## config.mk

```make
export PLATFORM = sky130hd
export DESIGN_NAME = m_wb_ledpwm_flat
export DESIGN_NICKNAME = d
export VERILOG_FILES = /design/src/rtl/m_wb_ledpwm_pkg.sv /design/src/rtl/m_wb_ledpwm_if.sv /design/src/rtl/m_wb_ledpwm_pwmgen.sv /design/src/rtl/m_wb_ledpwm.sv /design/src/flat_wrapper.sv
export SDC_FILE = /design/constraint.sdc
export NUM_CORES = 1
export LEC_CHECK = 0
export BUFFER_PORTS_ARGS = -buffer_cell sky130_fd_sc_hd__buf_2
export CAP_MARGIN = 20
export CORE_MARGIN = 1.5
export CORE_UTILIZATION = 55
export DETAILED_ROUTE_END_ITERATION = 7
export PLACE_DENSITY = 0.9
export SLEW_MARGIN = 0
export SYNTH_ARGS = -nofsm -noshare
export SYNTH_HDL_FRONTEND = slang
export SYNTH_HIERARCHICAL = 1
export SYNTH_SLANG_ARGS = --single-unit
```

## constraint.sdc

```tcl
create_clock -name CLK_I -period 4 [get_ports CLK_I]
set_input_delay 0.2 -clock CLK_I [delete_from_list [all_inputs] [get_ports CLK_I]]
set_output_delay 0.2 -clock CLK_I [all_outputs]
set_load 0.02 [all_outputs]
```

## src/rtl/m_wb_ledpwm_pkg.sv

```systemverilog
// rtl/m_wb_ledpwm_pkg.sv - register indices and byte-lane mask helper for the LED PWM slave
package m_wb_ledpwm_pkg;

   localparam logic [1:0] A_OUT      = 2'd0;
   localparam logic [1:0] A_PWMEN    = 2'd1;
   localparam logic [1:0] A_DUTY     = 2'd2;
   localparam logic [1:0] A_PRESCALE = 2'd3;

   // Expand SEL into a 32-bit write mask limited to the bits a register implements.
   function automatic logic [31:0] sel_mask(input logic [3:0] sel, input int unsigned width);
      logic [31:0] lanes;
      logic [31:0] lim;
      lanes = {{8{sel[3]}}, {8{sel[2]}}, {8{sel[1]}}, {8{sel[0]}}};
      lim   = (width >= 32) ? 32'hFFFF_FFFF : ((32'd1 << width) - 32'd1);
      return lanes & lim;
   endfunction

endpackage

```

## src/rtl/m_wb_ledpwm_if.sv

```systemverilog
// rtl/m_wb_ledpwm_if.sv - Wishbone classic slave bundle for the LED PWM block
interface m_wb_ledpwm_if;
   logic        CYC_I;
   logic        STB_I;
   logic        WE_I;
   logic [1:0]  ADR_I;
   logic [3:0]  SEL_I;
   logic [31:0] DAT_I;
   logic [31:0] DAT_O;
   logic        ACK_O;

   modport master (output CYC_I, STB_I, WE_I, ADR_I, SEL_I, DAT_I,
                   input  DAT_O, ACK_O);
   modport slave  (input  CYC_I, STB_I, WE_I, ADR_I, SEL_I, DAT_I,
                   output DAT_O, ACK_O);
endinterface

```

## src/rtl/m_wb_ledpwm_pwmgen.sv

```systemverilog
// rtl/m_wb_ledpwm_pwmgen.sv - prescaler plus free-running PWM counter with wrap pulse
module m_pwmgen #(
   parameter int PWMBITS      = 8,
   parameter int PRESCALEBITS = 16
) (
   input  logic                    CLK_I,
   input  logic                    RST_I,
   input  logic [PRESCALEBITS-1:0] prescale,
   input  logic                    prescale_clr,
   output logic [PWMBITS-1:0]      pwmcnt,
   output logic                    tick
);

   logic [PRESCALEBITS-1:0] presc;

   // A PRESCALE write restarts the prescaler phase; pwmcnt keeps its value.
   always_ff @(posedge CLK_I or negedge RST_I) begin
      if (!RST_I) begin
         presc  <= '0;
         pwmcnt <= '0;
         tick   <= 1'b0;
      end else begin
         tick <= 1'b0;
         if (prescale_clr) begin
            presc <= '0;
         end else if (presc == prescale) begin
            presc  <= '0;
            pwmcnt <= pwmcnt + 1'b1;
            tick   <= (pwmcnt == {PWMBITS{1'b1}});
         end else begin
            presc <= presc + 1'b1;
         end
      end
   end

endmodule

```

## src/rtl/m_wb_ledpwm.sv

```systemverilog
// rtl/m_wb_ledpwm.sv - Wishbone LED latch with per-LED PWM dimming
module m_wb_ledpwm
   import m_wb_ledpwm_pkg::*;
#(
   parameter int NLED         = 4,
   parameter int PWMBITS      = 8,
   parameter int PRESCALEBITS = 16
) (
   input  logic            CLK_I,
   input  logic            RST_I,
   m_wb_ledpwm_if.slave    wb,
   output logic [NLED-1:0] led_o,
   output logic            pwm_tick_o
);

   logic        accept;
   logic        wr;
   logic        prescale_clr;
   logic        pwm_on;
   logic [31:0] out_r, pwmen_r, duty_r, prescale_r;
   logic [31:0] m_out, m_pwmen, m_duty, m_prescale;
   logic [31:0] rd_mux;
   logic [PWMBITS-1:0] pwmcnt;

   assign accept       = wb.CYC_I & wb.STB_I & ~wb.ACK_O;
   assign wr           = accept & wb.WE_I;
   assign prescale_clr = wr & (wb.ADR_I == A_PRESCALE);

   // Masks are width-limited, so register bits above each width stay at their reset 0.
   always_comb begin
      m_out      = sel_mask(wb.SEL_I, NLED);
      m_pwmen    = sel_mask(wb.SEL_I, NLED);
      m_duty     = sel_mask(wb.SEL_I, PWMBITS);
      m_prescale = sel_mask(wb.SEL_I, PRESCALEBITS);
   end

   always_comb begin
      rd_mux = '0;
      case (wb.ADR_I)
         A_OUT:      rd_mux = out_r;
         A_PWMEN:    rd_mux = pwmen_r;
         A_DUTY:     rd_mux = duty_r;
         A_PRESCALE: rd_mux = prescale_r;
         default:    rd_mux = '0;
      endcase
   end

   always_ff @(posedge CLK_I or negedge RST_I) begin
      if (!RST_I) begin
         wb.ACK_O   <= 1'b0;
         wb.DAT_O   <= '0;
         out_r      <= '0;
         pwmen_r    <= '0;
         duty_r     <= '0;
         prescale_r <= '0;
      end else begin
         wb.ACK_O <= accept;
         if (accept)
            wb.DAT_O <= rd_mux;
         if (wr && wb.ADR_I == A_OUT)
            out_r <= (out_r & ~m_out) | (wb.DAT_I & m_out);
         if (wr && wb.ADR_I == A_PWMEN)
            pwmen_r <= (pwmen_r & ~m_pwmen) | (wb.DAT_I & m_pwmen);
         if (wr && wb.ADR_I == A_DUTY)
            duty_r <= (duty_r & ~m_duty) | (wb.DAT_I & m_duty);
         if (wr && wb.ADR_I == A_PRESCALE)
            prescale_r <= (prescale_r & ~m_prescale) | (wb.DAT_I & m_prescale);
      end
   end

   m_pwmgen #(
      .PWMBITS      (PWMBITS),
      .PRESCALEBITS (PRESCALEBITS)
   ) u_pwmgen (
      .CLK_I        (CLK_I),
      .RST_I        (RST_I),
      .prescale     (prescale_r[PRESCALEBITS-1:0]),
      .prescale_clr (prescale_clr),
      .pwmcnt       (pwmcnt),
      .tick         (pwm_tick_o)
   );

   assign pwm_on = (pwmcnt < duty_r[PWMBITS-1:0]);

   always_ff @(posedge CLK_I or negedge RST_I) begin
      if (!RST_I)
         led_o <= '0;
      else
         led_o <= (out_r[NLED-1:0] & ~pwmen_r[NLED-1:0])
                | (out_r[NLED-1:0] & pwmen_r[NLED-1:0] & {NLED{pwm_on}});
   end

endmodule

```

## src/flat_wrapper.sv

```systemverilog
// flat-port wrapper written by rule: the top's interface ports become plain ports
module m_wb_ledpwm_flat import m_wb_ledpwm_pkg::*;
#(
   parameter int NLED         = 4,
   parameter int PWMBITS      = 8,
   parameter int PRESCALEBITS = 16
)
  (CLK_I, RST_I, led_o, pwm_tick_o, wb_CYC_I, wb_STB_I, wb_WE_I, wb_ADR_I, wb_SEL_I, wb_DAT_I, wb_DAT_O, wb_ACK_O);
  m_wb_ledpwm_if wb_i ();
  input  logic CLK_I;
  input  logic RST_I;
  output logic [NLED-1:0] led_o;
  output logic pwm_tick_o;
  input wire logic [$bits(wb_i.CYC_I)-1:0] wb_CYC_I;
  input wire logic [$bits(wb_i.STB_I)-1:0] wb_STB_I;
  input wire logic [$bits(wb_i.WE_I)-1:0] wb_WE_I;
  input wire logic [$bits(wb_i.ADR_I)-1:0] wb_ADR_I;
  input wire logic [$bits(wb_i.SEL_I)-1:0] wb_SEL_I;
  input wire logic [$bits(wb_i.DAT_I)-1:0] wb_DAT_I;
  output wire logic [$bits(wb_i.DAT_O)-1:0] wb_DAT_O;
  output wire logic [$bits(wb_i.ACK_O)-1:0] wb_ACK_O;
  assign wb_i.CYC_I = wb_CYC_I;
  assign wb_i.STB_I = wb_STB_I;
  assign wb_i.WE_I = wb_WE_I;
  assign wb_i.ADR_I = wb_ADR_I;
  assign wb_i.SEL_I = wb_SEL_I;
  assign wb_i.DAT_I = wb_DAT_I;
  assign wb_DAT_O = wb_i.DAT_O;
  assign wb_ACK_O = wb_i.ACK_O;
  m_wb_ledpwm #(.NLED(NLED), .PWMBITS(PWMBITS), .PRESCALEBITS(PRESCALEBITS)) u_core (.CLK_I(CLK_I), .RST_I(RST_I), .wb(wb_i), .led_o(led_o), .pwm_tick_o(pwm_tick_o));
endmodule
```

==> results.ini <==
[outcome]
violations=hold timing
status=finished with violations

[global_routing]
grt_max_degree=79
overflow=0
grt_pass1_vias=2686
grt_usage_pct=21.9
grt_pass1_wl_um=12600
grt_antenna_before_repair=0

[sta]
finalCriticalPeriod_ns=2.26
finalMaxSlewViolations=0
timing.final.crit_share_pct=56.4
worst_hold_slack_ns=-0.00569
worstMarginPinSlew_ns=0.949
rsz0062_at_grt=no
setup_viol=0
finClkSkew_ns=0.00515
hold_violations=2
max_freq_mhz=443
fin_setup_tns_ns=0
slew-limit-headroom_pct=36.7

[floorplanning]
die-height_um=87.2
start_util_pct=57.0
rows=30
io_pins=81
core-area_um2=6830
die_w_um=87.2
die_area_um2=7600

[synthesis]
syn_avg_cell_area_um2=11.6
synth_xor_area_share_pct=8.32
netlist_top_cells_count=78 x dfrtp_1, 38 x nand2_1, 32 x mux2_2
synth_cells=335
synth_fa_ha_area_share_pct=2.89
yosysSeqAreaShare_pct=50.1
dominantRegCellSynth=dfrtp_1
yosys.area.top_type=dfrtp_1
yosys.area_share.simple_pct=17.5
synth_edf_count=0
yosys.cell_count.top_type=dfrtp_1
yosys.cell_types.count=44
synth_top_family_by_area=simple AND/OR/NAND/NOR gates
synth_top_area_share_pct=50.1
ys_ff_latch=78
synthMuxAreaShare_pct=12.9
synth_compound_area_share_pct=2.73
async_reset_ff_share_pct=100
yosysWarnings=6
synth_area_leaders=dfrtp_1 50%, mux2_2 9.3%, xor2_1 7.0%, nand2_1 3.7%, buf_4 3.3%
syn-cell-area_um2=3890

[final_layout]
fillCellCount=496
fin_area_um2=4340
finish.utilization_pct=63.5
fin_nets=434
final_cells=483
antenna_cells=0
regArea_um2=1950
area_growth_syn_to_layout_pct=11.4
multi_input_area_um2=1790
drive_gt1_share_pct=28.7

[routing]
drt_iter0_drc=133
routedWlPerCell_um=15.9
vias=2612
drcViolationCount=0
drt-total-wl_um=7680
dr.pass1.iters=4
antenna_left=0
vias_per_cell=5.41

[setup_path]
r2r_cells=5
criticalPathCategory=register to register
end_kind=register
rrSetupSlack_ns=1.74
r2r_start=u_core/wb.ACK_O
crit_required_ns=4.21
path_max_fanout=21
cp-start-kind=register
cp.arrival_ns=2.47
r2r-end=u_core/u_pwmgen/presc[5]

[clocking]
clk_latency_ns=0.35
cts-root-buf=clkbuf_8
tritoncts=built
cts_sinks=78
cts_resized=0
htreeDepth=3
cts_max_path_buffers=2
cts_hold_buf=0
clk_pin_slew_ns=0.07
post_cts_buffers=0
numCtsBuffers=9

[pwr]
p_clk_share_pct=26.6
p_sw_share_pct=32.8
power_frac_seq_pct=48.7
vdd.ir_drop.worst_mv=0.213
power_switching_w=0.000734
combPwrFrac_pct=24.7
power_leakage_nw=2.20
power.density_nw_per_um2=515
p_int_w=0.00150

[placed_design]
hpwl_um=5420
dpl_cell_area_um2=4140
gp_congestion=0.778
dpl.cell_count=467
numPortBuffers=46

[worst_hold_path]
hp-class=input port to asynchronous set/reset pin

[flow_run]
cap_violations=0

==> worst max-delay path: stages, from the launching register on <==
cell and delay (ns):
dfrtp_1 0.38, nand3b_4 0.32, inv_2 0.32, and3_1 0.44
nand2b_1 0.55, nor2_1 0.11
==> worst max-delay path by stage <==
stage	end	slack [ns]	startpoint	cells past startpoint
after floorplan	u_core/u_pwmgen/pwmcnt[1]	2.21	u_core/u_pwmgen/presc[3]	6
final	u_core/u_pwmgen/presc[5]	1.74	u_core/wb.ACK_O	5
after global routing	u_core/u_pwmgen/presc[6]	1.61	u_core/wb.ACK_O	5
after global placement	u_core/u_pwmgen/presc[12]	1.84	u_core/wb.ACK_O	5
after detailed placement	u_core/u_pwmgen/presc[9]	1.76	u_core/wb.ACK_O	5
after CTS	u_core/u_pwmgen/presc[9]	1.74	u_core/wb.ACK_O	5
==> kinds of logic after synthesis <==
group	count (synthesis)
and+or+nand+nor	118
buffers and inverters	38
DFF	78
xor gates and xnor gates	37
other	1
adders and majority gates	9
AOI/OAI and AO/OA	13
muxes	41
==> area by class of cell <==
cell class	instances	area share, %
Sequential cell	78	45.0
Multi-Input combinational cell	234	41.2
Timing Repair Buffer	46	5.36
Clock buffer	12	3.57
Tap cell	96	2.77
Inverter	13	1.12
Clock inverter	4	1.04
==> per-stage QoR <==
stage / power (W) / setup slack [ns]
floorplan: 0.00149 / 2.21
global placement: 0.00161 / 1.84
detailed placement: 0.00165 / 1.76
CTS: 0.00224 / 1.74
global route: 0.00235 / 1.61
finish: 0.00224 / 1.74
==> power by group through the flow <==
stage | clock (W) | combinational, W | sequential [W]
5_1_grt | 0.000634 | 0.000609 | 0.00111
3_5_place_dp | 0 | 0.000549 | 0.00110
6_report | 0.000594 | 0.000552 | 0.00109
4_1_cts | 0.000603 | 0.000554 | 0.00109
2_1_floorplan | 0 | 0.000394 | 0.00110
3_3_place_gp | 0 | 0.000519 | 0.00109
==> layout by cell type (no fill, tap or decap), types with 2 or more instances in the layout <==
master,n
mux2_2,32
nor4_1,3
nor4_2,3
conb_1,16
nand3_1,15
nor2_1,26
mux2i_1,4
inv_1,12
clkinv_2,3
and3_1,4
buf_2,45
mux4_2,4
nand4b_1,4
dfrtp_1,78
nand4_1,3
and4_1,2
ha_1,9
nand2_1,38
o221ai_1,4
nor3_1,2
xor2_1,31
clkbuf_8,11
a22o_1,4
nand2b_1,3
xnor2_1,6
nand3b_1,4
==> routing by layer <==
| metal | track usage (%) | up-vias | wire length (µm) |
|---|---|---|---|
| li1 | - | 1220 | - |
| met1 | 27.7 | 1289 | 3320 |
| met2 | 36.0 | 83 | 3850 |
| met3 | 3.60 | 20 | 315 |
| met4 | 12.4 | 0 | 196 |
| met5 | 0 | - | 0 |
Note: power is estimated with default switching activity, not from simulation.
